## src/rtl/reg_file_mp_pkg.sv

```systemverilog
// Shared FSM state type and default sizing for the multi-port register file.
package reg_file_mp_pkg;

    localparam int DEF_DATA_W = 32;
    localparam int DEF_DEPTH  = 32;
    localparam int DEF_NUM_RD = 2;

    typedef enum logic {
        IDLE  = 1'b0,
        CLEAR = 1'b1
    } state_t;

endpackage

```

## src/rtl/reg_file_mp_rd_port.sv

```systemverilog
// One read port of reg_file_mp: address mux, optional write bypass and registered output.
// Same-cycle write forwarding is compiled in when REG_FILE_MP_BYPASS_EN is defined.
module reg_file_mp_rd_port
    import reg_file_mp_pkg::*;
#(
    parameter int  DATA_W = DEF_DATA_W,
    parameter int  DEPTH  = DEF_DEPTH,
    localparam int ADDR_W = $clog2(DEPTH)
) (
    input  logic                          clk,
    input  logic                          rst_n,
    input  logic [ADDR_W-1:0]             i_addr,
    input  logic [DEPTH-1:0][DATA_W-1:0]  i_regs,
    input  logic                          i_wrHit,
    input  logic [ADDR_W-1:0]             i_wrAddr,
    input  logic [DATA_W-1:0]             i_wrData,
    output logic [DATA_W-1:0]             o_data
);

    logic [DATA_W-1:0] w_nextData;
    logic [DATA_W-1:0] r_data;

`ifdef REG_FILE_MP_BYPASS_EN
    // i_wrHit already excludes address 0, so register 0 is never forwarded.
    always_comb begin
        w_nextData = i_regs[i_addr];
        if (i_wrHit && (i_wrAddr == i_addr)) begin
            w_nextData = i_wrData;
        end
    end
`else
    logic w_unusedBypass;
    assign w_unusedBypass = ^{i_wrHit, i_wrAddr, i_wrData};

    always_comb begin
        w_nextData = i_regs[i_addr];
    end
`endif

    always_ff @(posedge clk or negedge rst_n) begin
        if (!rst_n) begin
            r_data <= '0;
        end else begin
            r_data <= w_nextData;
        end
    end

    assign o_data = r_data;

endmodule

```

## src/rtl/reg_file_mp.sv

```systemverilog
// Multi-port register file (r0 hardwired to zero) with a one-register-per-cycle clear sweep.
// Define REG_FILE_MP_BYPASS_EN to forward an accepted same-cycle write to matching reads.
module reg_file_mp
    import reg_file_mp_pkg::*;
#(
    parameter int  DATA_W = DEF_DATA_W,
    parameter int  DEPTH  = DEF_DEPTH,
    parameter int  NUM_RD = DEF_NUM_RD,
    localparam int ADDR_W = $clog2(DEPTH)
) (
    input  logic                           clk,
    input  logic                           rst_n,
    input  logic                           w_en,
    input  logic [ADDR_W-1:0]              rd,
    input  logic [DATA_W-1:0]              rdv,
    output logic                           w_ready,
    input  logic [NUM_RD-1:0][ADDR_W-1:0]  rs_addr,
    output logic [NUM_RD-1:0][DATA_W-1:0]  rs_data,
    input  logic                           clr,
    output logic                           busy,
    output logic                           wr_drop
);

    state_t                       r_state;
    state_t                       w_nextState;
    logic [DEPTH-1:0][DATA_W-1:0] r_regs;
    logic [ADDR_W-1:0]            r_sweepIdx;
    logic                         r_wrDrop;
    logic                         w_busy;
    logic                         w_wrHit;
    logic                         w_sweepLast;

    assign w_sweepLast = (r_sweepIdx == ADDR_W'(DEPTH - 1));
    assign w_wrHit     = w_en && !w_busy && (rd != '0);

    always_ff @(posedge clk or negedge rst_n) begin
        if (!rst_n) begin
            r_state <= IDLE;
        end else begin
            r_state <= w_nextState;
        end
    end

    always_comb begin
        w_nextState = r_state;
        case (r_state)
            IDLE:    if (clr)         w_nextState = CLEAR;
            CLEAR:   if (w_sweepLast) w_nextState = IDLE;
            default:                  w_nextState = IDLE;
        endcase
    end

    always_comb begin
        w_busy = 1'b0;
        case (r_state)
            CLEAR:   w_busy = 1'b1;
            default: w_busy = 1'b0;
        endcase
    end

    assign busy    = w_busy;
    assign w_ready = !w_busy;

    // A clr arriving mid-sweep never reloads the index, so the sweep cannot restart.
    always_ff @(posedge clk or negedge rst_n) begin
        if (!rst_n) begin
            r_sweepIdx <= '0;
        end else if (!w_busy && clr) begin
            r_sweepIdx <= ADDR_W'(1);
        end else if (w_busy) begin
            r_sweepIdx <= r_sweepIdx + 1'b1;
        end
    end

    // Writes are only accepted while idle, so they never collide with the sweep.
    always_ff @(posedge clk or negedge rst_n) begin
        if (!rst_n) begin
            r_regs <= '0;
        end else if (w_busy) begin
            r_regs[r_sweepIdx] <= '0;
        end else if (w_wrHit) begin
            r_regs[rd] <= rdv;
        end
    end

    always_ff @(posedge clk or negedge rst_n) begin
        if (!rst_n) begin
            r_wrDrop <= 1'b0;
        end else if (w_en && w_busy) begin
            r_wrDrop <= 1'b1;
        end
    end

    assign wr_drop = r_wrDrop;

    for (genvar g = 0; g < NUM_RD; g++) begin : g_rdPort
        reg_file_mp_rd_port #(
            .DATA_W (DATA_W),
            .DEPTH  (DEPTH)
        ) u_rdPort (
            .clk      (clk),
            .rst_n    (rst_n),
            .i_addr   (rs_addr[g]),
            .i_regs   (r_regs),
            .i_wrHit  (w_wrHit),
            .i_wrAddr (rd),
            .i_wrData (rdv),
            .o_data   (rs_data[g])
        );
    end

endmodule
```

## config.mk

```make
export PLATFORM = sky130hd
export DESIGN_NAME = reg_file_mp
export DESIGN_NICKNAME = d
export VERILOG_FILES = /design/src/rtl/reg_file_mp_pkg.sv /design/src/rtl/reg_file_mp_rd_port.sv /design/src/rtl/reg_file_mp.sv
export SDC_FILE = /design/constraint.sdc
export NUM_CORES = 2
export LEC_CHECK = 0
export CAP_MARGIN = 10
export CORE_MARGIN = 1.5
export CORE_UTILIZATION = 60
export CTS_BUF_LIST = sky130_fd_sc_hd__clkbuf_2
export DETAILED_ROUTE_END_ITERATION = 10
export PLACE_DENSITY = 0.77
export SLEW_MARGIN = 20
export SYNTH_ARGS = -nofsm -noshare
export SYNTH_HDL_FRONTEND = slang
export SYNTH_HIERARCHICAL = 1
export SYNTH_SLANG_ARGS = --single-unit
```

## constraint.sdc

```tcl
create_clock -name clk -period 4.4 [get_ports clk]
set_clock_uncertainty 0.15 [all_clocks]
set_input_delay 0.88 -clock clk [delete_from_list [all_inputs] [get_ports clk]]
set_output_delay 0.88 -clock clk [all_outputs]
set_load 0.01 [all_outputs]
```

==> results.yml <==
worst_setup_path:
  cp_num_buf_inv: 2
  delay_of_the_slowest_cell_on_the_worst_path_ps: 710
  timing.critical_path.slowest_stage_cell: "dfrtp_2"
  timing.critical_path.to_type: "output pin"
  crit_arrival_ps: 3210
  timing.setup.critical_path_class: "reg -> out"
  crit_path_start_kind: "flip-flop"
  cp.required_ps: 3370
  path_max_fanout: 27
  worst-r2r-setup-slack_ps: 1470
  timing.critical_path.cells: "clkinv_1, clkdlybuf4s50_1"
  crit_family: "buffers and inverters"
timing:
  maxSlewHeadroom_pct: 26.7
  timing.final.max_slew_violations: 0
  period_needed_ps: 4240
  fin_setup_tns_ps: 0
  hold_violations: 0
  fmaxAchievable_ghz: 0.236
  fin_crit_sh_pct: 96.4
  rsz_0062_raised_after_global_routing: "no"
  setup_violations: 0
  worstMarginPinSlew_ps: 1100
detailed_routing:
  ant_nets: 0
  drtPass1Iterations: 6
  route.vias.total: 48700
  detailedRoute.firstIterationViolations: 8268
  detail_route.vias_per_cell: 7.53
  drc: 0
  wirelength_routed_um: 210000
  routedWlPerCell_um: 32.4
clock_tree:
  cts_setup_buffers: 0
  clkLatencyLatePin_ps: 1590
  clkSinkCount: 1095
  cts_tree: "yes"
  clockRootBuffer: "clkbuf_2"
  cts-buffers-inserted: 299
  worst_setup_hold_path_clk_slew_ps: 110
  clock_path_buffers: 4
  htree_levels: 5
global_routing:
  grt_use_met3_pct: 17.6
  gr-total-overflow: 0
  grt_pass1_vias: 47400
  antenna_found_initial: 14
  grt_busiest_layer: "met2"
  grt_max_degree: 78
  grt_first_pass_wirelength_um: 308000
  grt_use_met1_pct: 58.9
  grt_util_met2_pct: 58.9
  grt.total_usage_pct: 43.4
cells_and_area:
  final_cell_mix: "a22o_1 (1120), dfrtp_1 (1094), mux2i_1 (1025)"
  fillerInstances: 7119
  multiInputGateArea_mm2: 0.0265
  post_route_cells_drive_above_1_share_pct: 15.8
  seqCellArea_mm2: 0.0274
  mostFrequentLayoutCell: "a22o_1"
  synthToLayoutAreaGrowth_pct: 10.8
  final_design_area_no_fill_mm2: 0.0622
  nNetsFinal: 5087
die:
  dieHeight_um: 309
  core_area_mm2: 0.0930
  die_ar_mm2: 0.0955
  initial_core_util_pct: 60.4
  num_io_pins: 118
  core.rowCount: 112
  die-width_um: 309
synth:
  synthesis.instances: 4862
  ys.warnings.count: 6
  syn-cell-area_mm2: 0.0562
  mapped_avg_cell_area_um2: 11.6
  mappedNetlistNets: 4918
status:
  run_status: "complete, no violations"
pwr:
  vdd.ir_drop.worst_uv: 312
  clock_power_share_pct: 29.6
  power_density_mw_per_mm2: 389
  intPower_uw: 15800
  cellLeakagePower_uw: 0.0305
  switching_share_pct: 34.6
  p_seq_share_pct: 49.0
  power_switching_uw: 8370
  power.combinational.fraction_pct: 21.4
place:
  post_dp_cell_area_mm2: 0.0596
  hpwl_reported_at_the_end_of_detailed_placement_um: 121000
  gpl.final_weighted_congestion: 0.951
  io_buffer_count: 117
flow_run:
  drv.max_cap_violation_count: 0
min_path:
  worst_hold_check_path_type: "in -> reg"
-- stage by stage --
step	utilization, %	total power [uW]	cells	hold WS (ps)	setup WS, ps
CTS	66.8	24000	6452	2.63	145
floorplan	-	14700	4862	325	1990
global route	66.9	25000	6468	43.2	15.0
global placement	64.0	16800	5961	290	768
detailed placement	64.0	16900	5964	298	741
finish	66.9	24200	6471	98.8	160
-- power by group through the flow --
stage	registers [uW]	logic (uW)	clock network, uW
2_1_floorplan	11700	2980	0
3_3_place_gp	11900	4830	0
3_5_place_dp	12000	4950	0
4_1_cts	11800	4970	7210
5_1_grt	11900	5330	7750
6_report	11900	5170	7160
-- registers in the layout, indices dropped and copies added (netlist names) --
signal                    count
r_regs                     1024
g_rdPort.u_rdPort/o_data     64
r_state                       1
r_sweepIdx                    5
wr_drop                       1
-- timing repair --
action                                  4_1_cts  5_1_grt
gates resized for setup                       1        0
hold buffers                                 10       10
endpoints found under the hold margin      1034      310
endpoints found under the setup margin        1        0
-- tightest hold or removal path, stage by stage --
cell             delay [ps]
clkdlybuf4s50_1         410
buf_4                   250
a22o_1                  250
-- worst paths after layout --
path,startpoint,endpoint,depth (start not counted)
hold / removal,rdv[6],r_regs[934],3
min in group asynchronous,rst_n,r_regs[679],4
setup reg to reg,r_state,r_regs[305],4
max in group asynchronous,rst_n,r_regs[312],5
setup / recovery,r_state,w_ready,2
hold reg to reg,wr_drop,wr_drop,1
-- layer usage --
| layer | wire [um] | part of all wire (%) |
|---|---|---|
| met3 | 33700 | 16 |
| met2 | 84800 | 40 |
| met4 | 12600 | 6.0 |
| met5 | 290 | 0.14 |
| met1 | 78400 | 37 |
-- area by class of cell --
cell class	count	area share (%)
Sequential cell	1095	44.0
Multi-Input combinational cell	3208	42.5
Inverter	5	0.0302
Antenna cell	9	0.0362
Clock inverter	64	0.659
Tap cell	1254	2.52
Timing Repair Buffer	422	6.87
Clock buffer	414	3.33
Note: power is estimated with default switching activity, not from simulation.
